===== src/rtl/mul_arbiter_if.sv =====
// mul_arbiter_if: connection between the arbiter and the shared sequential multiplier.
//
// Signals:
//   m_opstart       one-cycle start pulse to the multiplier
//   m_opclear       one-cycle clear pulse to the multiplier
//   m_multiplicand  operand A (WIDTH bits)
//   m_multiplier    operand B (WIDTH bits)
//   m_opdone        multiplier finished; level, held until m_opclear
//   m_result        product (2*WIDTH bits), valid while m_opdone=1
//
// Modports:
//   master  arbiter side (drives start/clear/operands)
//   slave   multiplier side (drives done/result)
interface mul_arbiter_if #(
   parameter int unsigned WIDTH = 64
);
   logic               m_opstart;
   logic               m_opclear;
   logic [WIDTH-1:0]   m_multiplicand;
   logic [WIDTH-1:0]   m_multiplier;
   logic               m_opdone;
   logic [2*WIDTH-1:0] m_result;

   modport master (
      output m_opstart, m_opclear, m_multiplicand, m_multiplier,
      input  m_opdone, m_result
   );

   modport slave (
      input  m_opstart, m_opclear, m_multiplicand, m_multiplier,
      output m_opdone, m_result
   );
endinterface


===== src/rtl/mul_arbiter.sv =====
// mul_arbiter: shares one sequential WIDTHxWIDTH multiplier between two requesters.
// Requests are granted round-robin; the multiplier is sequenced through
// start / wait-for-done / clear and the 2*WIDTH product is returned to the
// granted requester with a one-cycle done pulse.
//
// Optional feature: define MUL_ARB_TIMEOUT_EN to abort a multiplication that has
// not finished after TIMEOUT cycles in WAIT (done + error pulse, result forced to 0).
//
// Ports:
//   clk            clock, rising edge
//   reset          synchronous reset, active-high
//   req[1:0]       level request per requester, held until its done
//   multiplicand0/multiplier0, multiplicand1/multiplier1   requester operands
//   grant[1:0]     one-hot, requester currently being served
//   done[1:0]      one-cycle pulse to the served requester when result is valid
//   result         product, held until the next done
//   error          one-cycle pulse on timeout abort (0 without MUL_ARB_TIMEOUT_EN)
//   mbus           multiplier connection (mul_arbiter_if.master)
module mul_arbiter #(
   parameter int unsigned WIDTH   = 64,
   parameter int unsigned TIMEOUT = 255
) (
   input  logic               clk,
   input  logic               reset,
   input  logic [1:0]         req,
   input  logic [WIDTH-1:0]   multiplicand0,
   input  logic [WIDTH-1:0]   multiplier0,
   input  logic [WIDTH-1:0]   multiplicand1,
   input  logic [WIDTH-1:0]   multiplier1,
   output logic [1:0]         grant,
   output logic [1:0]         done,
   output logic [2*WIDTH-1:0] result,
   output logic               error,
   mul_arbiter_if.master      mbus
);

   typedef enum logic [2:0] {
      StIdle,
      StLoad,
      StStart,
      StWait,
      StDone,
      StClear
   } state_e;

   state_e             state_q, state_d;
   logic [1:0]         grant_q, grant_d;
   logic               last_q, last_d;    // index of the requester served last
   logic [2*WIDTH-1:0] result_q, result_d;
   logic [WIDTH-1:0]   mcand_q, mcand_d;
   logic [WIDTH-1:0]   mplier_q, mplier_d;

`ifdef MUL_ARB_TIMEOUT_EN
   localparam int unsigned CntW = (TIMEOUT > 1) ? $clog2(TIMEOUT) : 1;
   logic [CntW-1:0] cnt_q, cnt_d;
   logic            tout_q, tout_d;     // current DONE is a timeout abort
`else
   logic unused_timeout;
   assign unused_timeout = |TIMEOUT;
`endif

   always_comb begin
      state_d  = state_q;
      grant_d  = grant_q;
      last_d   = last_q;
      result_d = result_q;
      mcand_d  = mcand_q;
      mplier_d = mplier_q;
`ifdef MUL_ARB_TIMEOUT_EN
      cnt_d    = cnt_q;
      tout_d   = tout_q;
`endif
      case (state_q)
         StIdle: begin
            if (req != 2'b00) begin
               state_d = StLoad;
               // On contention, favour the requester not served last.
               if (req == 2'b11) grant_d = last_q ? 2'b01 : 2'b10;
               else              grant_d = req;
            end
         end
         StLoad: begin
            mcand_d  = grant_q[1] ? multiplicand1 : multiplicand0;
            mplier_d = grant_q[1] ? multiplier1   : multiplier0;
            state_d  = StStart;
         end
         StStart: begin
            // m_opdone is deliberately not looked at here: it may be stale.
            state_d = StWait;
`ifdef MUL_ARB_TIMEOUT_EN
            cnt_d   = '0;
            tout_d  = 1'b0;
`endif
         end
         StWait: begin
            if (mbus.m_opdone) begin
               result_d = mbus.m_result;
               state_d  = StDone;
            end
`ifdef MUL_ARB_TIMEOUT_EN
            else if (cnt_q == CntW'(TIMEOUT - 1)) begin
               result_d = '0;
               tout_d   = 1'b1;
               state_d  = StDone;
            end else begin
               cnt_d = cnt_q + CntW'(1);
            end
`endif
         end
         StDone: begin
            last_d  = grant_q[1];
            state_d = StClear;
         end
         StClear: begin
            grant_d = 2'b00;
            state_d = StIdle;
         end
         default: state_d = StIdle;
      endcase
   end

   always_ff @(posedge clk) begin
      if (reset) begin
         state_q  <= StIdle;
         grant_q  <= 2'b00;
         last_q   <= 1'b1;
         result_q <= '0;
         mcand_q  <= '0;
         mplier_q <= '0;
`ifdef MUL_ARB_TIMEOUT_EN
         cnt_q    <= '0;
         tout_q   <= 1'b0;
`endif
      end else begin
         state_q  <= state_d;
         grant_q  <= grant_d;
         last_q   <= last_d;
         result_q <= result_d;
         mcand_q  <= mcand_d;
         mplier_q <= mplier_d;
`ifdef MUL_ARB_TIMEOUT_EN
         cnt_q    <= cnt_d;
         tout_q   <= tout_d;
`endif
      end
   end

   assign grant               = grant_q;
   assign done                = (state_q == StDone) ? grant_q : 2'b00;
   assign result              = result_q;
   assign mbus.m_opstart      = (state_q == StStart);
   assign mbus.m_opclear      = (state_q == StClear);
   assign mbus.m_multiplicand = mcand_q;
   assign mbus.m_multiplier   = mplier_q;

`ifdef MUL_ARB_TIMEOUT_EN
   assign error = (state_q == StDone) && tout_q;
`else
   assign error = 1'b0;
`endif

endmodule


===== src/flat_wrapper.sv =====
// flat-port wrapper written by rule: the top's interface ports become plain ports
module mul_arbiter_flat 
#(
   parameter int unsigned WIDTH   = 64,
   parameter int unsigned TIMEOUT = 255
)
  (clk, reset, req, multiplicand0, multiplier0, multiplicand1, multiplier1, grant, done, result, error, mbus_m_opstart, mbus_m_opclear, mbus_m_multiplicand, mbus_m_multiplier, mbus_m_opdone, mbus_m_result);
  mul_arbiter_if #(.WIDTH(WIDTH)) mbus_i ();
  input  logic clk;
  input  logic reset;
  input  logic [1:0] req;
  input  logic [WIDTH-1:0] multiplicand0;
  input  logic [WIDTH-1:0] multiplier0;
  input  logic [WIDTH-1:0] multiplicand1;
  input  logic [WIDTH-1:0] multiplier1;
  output logic [1:0] grant;
  output logic [1:0] done;
  output logic [2*WIDTH-1:0] result;
  output logic error;
  output wire logic [$bits(mbus_i.m_opstart)-1:0] mbus_m_opstart;
  output wire logic [$bits(mbus_i.m_opclear)-1:0] mbus_m_opclear;
  output wire logic [$bits(mbus_i.m_multiplicand)-1:0] mbus_m_multiplicand;
  output wire logic [$bits(mbus_i.m_multiplier)-1:0] mbus_m_multiplier;
  input wire logic [$bits(mbus_i.m_opdone)-1:0] mbus_m_opdone;
  input wire logic [$bits(mbus_i.m_result)-1:0] mbus_m_result;
  assign mbus_m_opstart = mbus_i.m_opstart;
  assign mbus_m_opclear = mbus_i.m_opclear;
  assign mbus_m_multiplicand = mbus_i.m_multiplicand;
  assign mbus_m_multiplier = mbus_i.m_multiplier;
  assign mbus_i.m_opdone = mbus_m_opdone;
  assign mbus_i.m_result = mbus_m_result;
  mul_arbiter #(.WIDTH(WIDTH), .TIMEOUT(TIMEOUT)) u_core (.clk(clk), .reset(reset), .req(req), .multiplicand0(multiplicand0), .multiplier0(multiplier0), .multiplicand1(multiplicand1), .multiplier1(multiplier1), .grant(grant), .done(done), .result(result), .error(error), .mbus(mbus_i));
endmodule

===== config.mk =====
export PLATFORM = sky130hd
export DESIGN_NAME = mul_arbiter_flat
export DESIGN_NICKNAME = d
export VERILOG_FILES = /design/src/rtl/mul_arbiter_if.sv /design/src/rtl/mul_arbiter.sv /design/src/flat_wrapper.sv
export SDC_FILE = /design/constraint.sdc
export NUM_CORES = 1
export LEC_CHECK = 0
export ABC_AREA = 1
export BUFFER_PORTS_ARGS = -buffer_cell sky130_fd_sc_hd__buf_2
export CAP_MARGIN = 20
export CORE_AREA = 2 2 251 253
export CTS_CLUSTER_DIAMETER = 40
export DETAILED_ROUTE_END_ITERATION = 10
export DIE_AREA = 0 0 253 255
export GPL_TIMING_DRIVEN = 0
export PLACE_DENSITY = 0.42
export SLEW_MARGIN = 20
export SYNTH_ARGS = -nofsm -noshare
export SYNTH_HDL_FRONTEND = slang
export SYNTH_SLANG_ARGS = --single-unit

===== constraint.sdc =====
create_clock -name clk -period 1.8 [get_ports clk]
set_clock_uncertainty 0.15 [all_clocks]
set_input_delay 0.36 -clock clk [delete_from_list [all_inputs] [get_ports clk]]
set_output_delay 0.36 -clock clk [all_outputs]
set_load 0.05 [all_outputs]

==> metrics.md <==
| Metric | Value |
|---|---|
| Layout fillers | approximately 6700 |
| Met3 GRT Util | 0.0590 |
| Clk buf depth | 3 |
| Place WS | -0.591 ns |
| Post-DR vias/cell | 3.90 |
| Setup TNS | -0.565 ns |
| RSZ-0062 raised after global routing | yes |
| First-pass GRT wire length | approximately 84000 um |
| Area of the multi-input gates | 4870 sq um |
| Met2 Resource Use GR | 0.310 |
| Peak supply drop | 0.650 mV |
| Fin nets | 3535 |
| Post-synthesis sequential area ratio | 0.410 |
| Vias | 15600 |
| Final core utilization | 0.369 |
| Drt pass-1 iters | 4 |
| Post-route DRC violation count | 0 |
| Synth warn | 0 |
| CTS tree | done |
| Worst Max-Slew Pin Slew | 0.721 ns |
| Mapped Area | roughly 13000 sq um |
| Max-Cap Viols | 0 |
| Critical Path Source Type | flip-flop |
| Routed Antenna Nets | 0 |
| Register Area | 5260 sq um |
| Pin count of the biggest net entering global routing | 16 |
| Initial core utilization | 0.206 |
| Synth top area share | 0.410 |
| Initial antenna violation count | 11 |
| R2r worst-path depth | 10 |
| Area Overhead vs Synth | 79.3% |
| Final worst-path cycle share | 1.13 |
| Global placer's final weighted congestion | 0.855 |
| Clk slew on worst S/H paths | 0.05 ns |
| Total gr overflow | 0 |
| Final setup margin | -0.230 ns |
| Die height | about 260 um |
| Slew headroom | 0.520 |
| Final non-filler cell area | 23000 sq um |
| M1 GR Usage | 0.177 |
| CP endpoint kind | primary output |
| Core Rows | 92 |
| Die area | approximately 65000 sq um |
| Netlist cell types | 17 |
| Core area | a little over 60000 sq um |
| Req. time, crit path | 1.29 ns |
| Slew Limit Fails | 0 |
| Post-layout min period | 2.03 ns |
| Clk root buf | clkbuf_16 |
| Gr busiest metal | met2 |
| Total Power | approximately 23 mW |
| Worst hold path stage count | 5 |
| All-Layer GR Usage | 0.168 |
| Largest area contributor in the netlist | dfxtp_1 |
| I/O Buffers | 649 |
| Synth area leaders | dfxtp_1, nand2_1, inv_1, a21oi_1, o21ai_0 |
| Synthesized area per cell | between 6 and 7 sq um |
| Finish-stage setup viols | 4 |
| Top-Level Pins | 652 |
| H-tree Lvls | 2 |
| DP HPWL | 44100 um |
| DRT iter0 DRCs | approximately 560 |
| Share of cells above drive strength 1 | 0.275 |
| Clk_lat worst skew | 0.58 ns |
| CP cell instances | buf_12 > clkbuf_16 > nand3_4 > clkinvlp_4 > buf_8 |
| Die X-Extent | 253 um |
| Status | finished, violations left |
| Syn nets | around 2500 |
| Cts bufs inserted | 57 |
| Crit path kind | flip-flop to primary output |
| DP Area | 17100 sq um |
| CP peak stage delay | 0.35 ns |
| WL final | 57000 um |
| CP max stage cell | dfxtp_4 |
| CP max FO | 2 |
| Post-Syn Instances | 2089 |
| CP arrival | 1.52 ns |
| Number of global-route vias before repair | between 15000 and 20000 |
| Wire per inst | 14.3 um |
| Failing checks | negative setup slack |
| Min-Delay Path Class | primary input to flip-flop |
| #FFs+latches synth | 262 |
| Final Hold Vio Count | 0 |
| Cell Pwr Density | around 1000 nW/um^2 |
| Fmax | 0.493 GHz |
| Clk sinks | 262 |
| P_leak | 12.1 nW |
[critical path, delay by kind of cell (launching register included)]
| kind | cells | cell delay [ns] |
|---|---|---|
| buffers and inverters | 4 | 0.50 |
| flip-flops | 1 | 0.35 |
| AND/OR/NAND/NOR | 1 | 0.09 |
[routing by layer]
layer	vias to the layer above	wire, um
met5	-	23
met4	4	1700
met3	105	4950
met2	508	28300
met1	6867	22100
li1	8099	-
[layout make-up]
type / instances / area share
sequential: 262 / 0.229
tap: 799 / 0.0435
antenna: 6 / 0.000654
clock inverter: 31 / 0.0218
clock buffer: 75 / 0.0717
timing repair buffer: 999 / 0.297
multi-input combinational: 1188 / 0.212
inverter: 525 / 0.0861
buffer: 113 / 0.0380
[final timing paths]
path	from	to	slack (ns)
max reg2reg	u_core.state_q[2]	u_core.result[52]	0.09
min	multiplier0[41]	u_core.mbus.m_multiplier[41]	0.04
max	u_core.grant[1]	done[1]	-0.23
min reg2reg	u_core.mbus.m_multiplier[32]	u_core.mbus.m_multiplier[32]	0.31
[logic make-up after synthesis]
logic type             share of synthesized area
AO/OA/AOI/OAI                              0.102
buffers and inverters                      0.215
flip-flops                                 0.410
other                                   0.000293
AND/OR/NAND/NOR                            0.273
[registers in the layout, summed over array words and instances (netlist names)]
| name | count |
|---|---|
| u_core.mbus.m_multiplier | 64 |
| u_core.grant | 2 |
| u_core.state_q | 3 |
| u_core.mbus.m_multiplicand | 64 |
| u_core.result | 128 |
| u_core.last_q | 1 |
[what timing repair did]
item	4_1_cts	5_1_grt
pin swaps	2	3
hold buffers	333	0
buffers inserted	12	6
endpoints found under the setup margin	64	134
endpoints found under the hold margin	245	0
gates resized for setup	56	39
[cells in the final DEF (no fill, tap or decap), types with 2 or more instances in the layout]
cell	instances
buf_6	36
clkinv_4	5
buf_2	650
o21ai_0	127
diode_2	6
bufinv_16	11
nand3_1	5
dfxtp_4	4
clkbuf_1	31
inv_6	2
clkbuf_8	15
nor2_1	134
inv_2	4
clkinv_2	4
nand2_2	3
buf_12	4
clkbuf_4	19
clkinvlp_4	8
a21oi_1	132
clkbuf_2	4
nand2_1	775
inv_1	519
buf_8	5
dfxtp_1	258
nor2_4	3
nand3_2	3
buf_4	31
dlygate4sd3_1	332
clkbuf_16	59
[cells in the mapped netlist]
cell / number
inv_2: 2
dfxtp_1: 262
buf_4: 9
inv_1: 523
o21ai_0: 128
buf_1: 1
clkbuf_8: 2
conb_1: 1
a21oi_1: 133
buf_2: 37
nand2_1: 778
nor2_1: 138
buf_6: 33
nand2_2: 1
nand3_1: 7
clkbuf_1: 32
nand3_2: 2
[through the flow]
step	hold WS, ns	instances
6_report	0.0352	3998
5_1_grt	0.00819	3997
4_1_cts	0.000208	3988
3_5_place_dp	0.297	3537
3_3_place_gp	0.295	3537
2_1_floorplan	0.279	2089
[where the power goes]
group | internal, mW | switching (mW)
Clock | 7.99 | 3.59
Combinational | 1.75 | 3.05
Sequential | 6.19 | 0.201
Total | 15.9 | 6.84
Power figures use the tool's default switching activity.
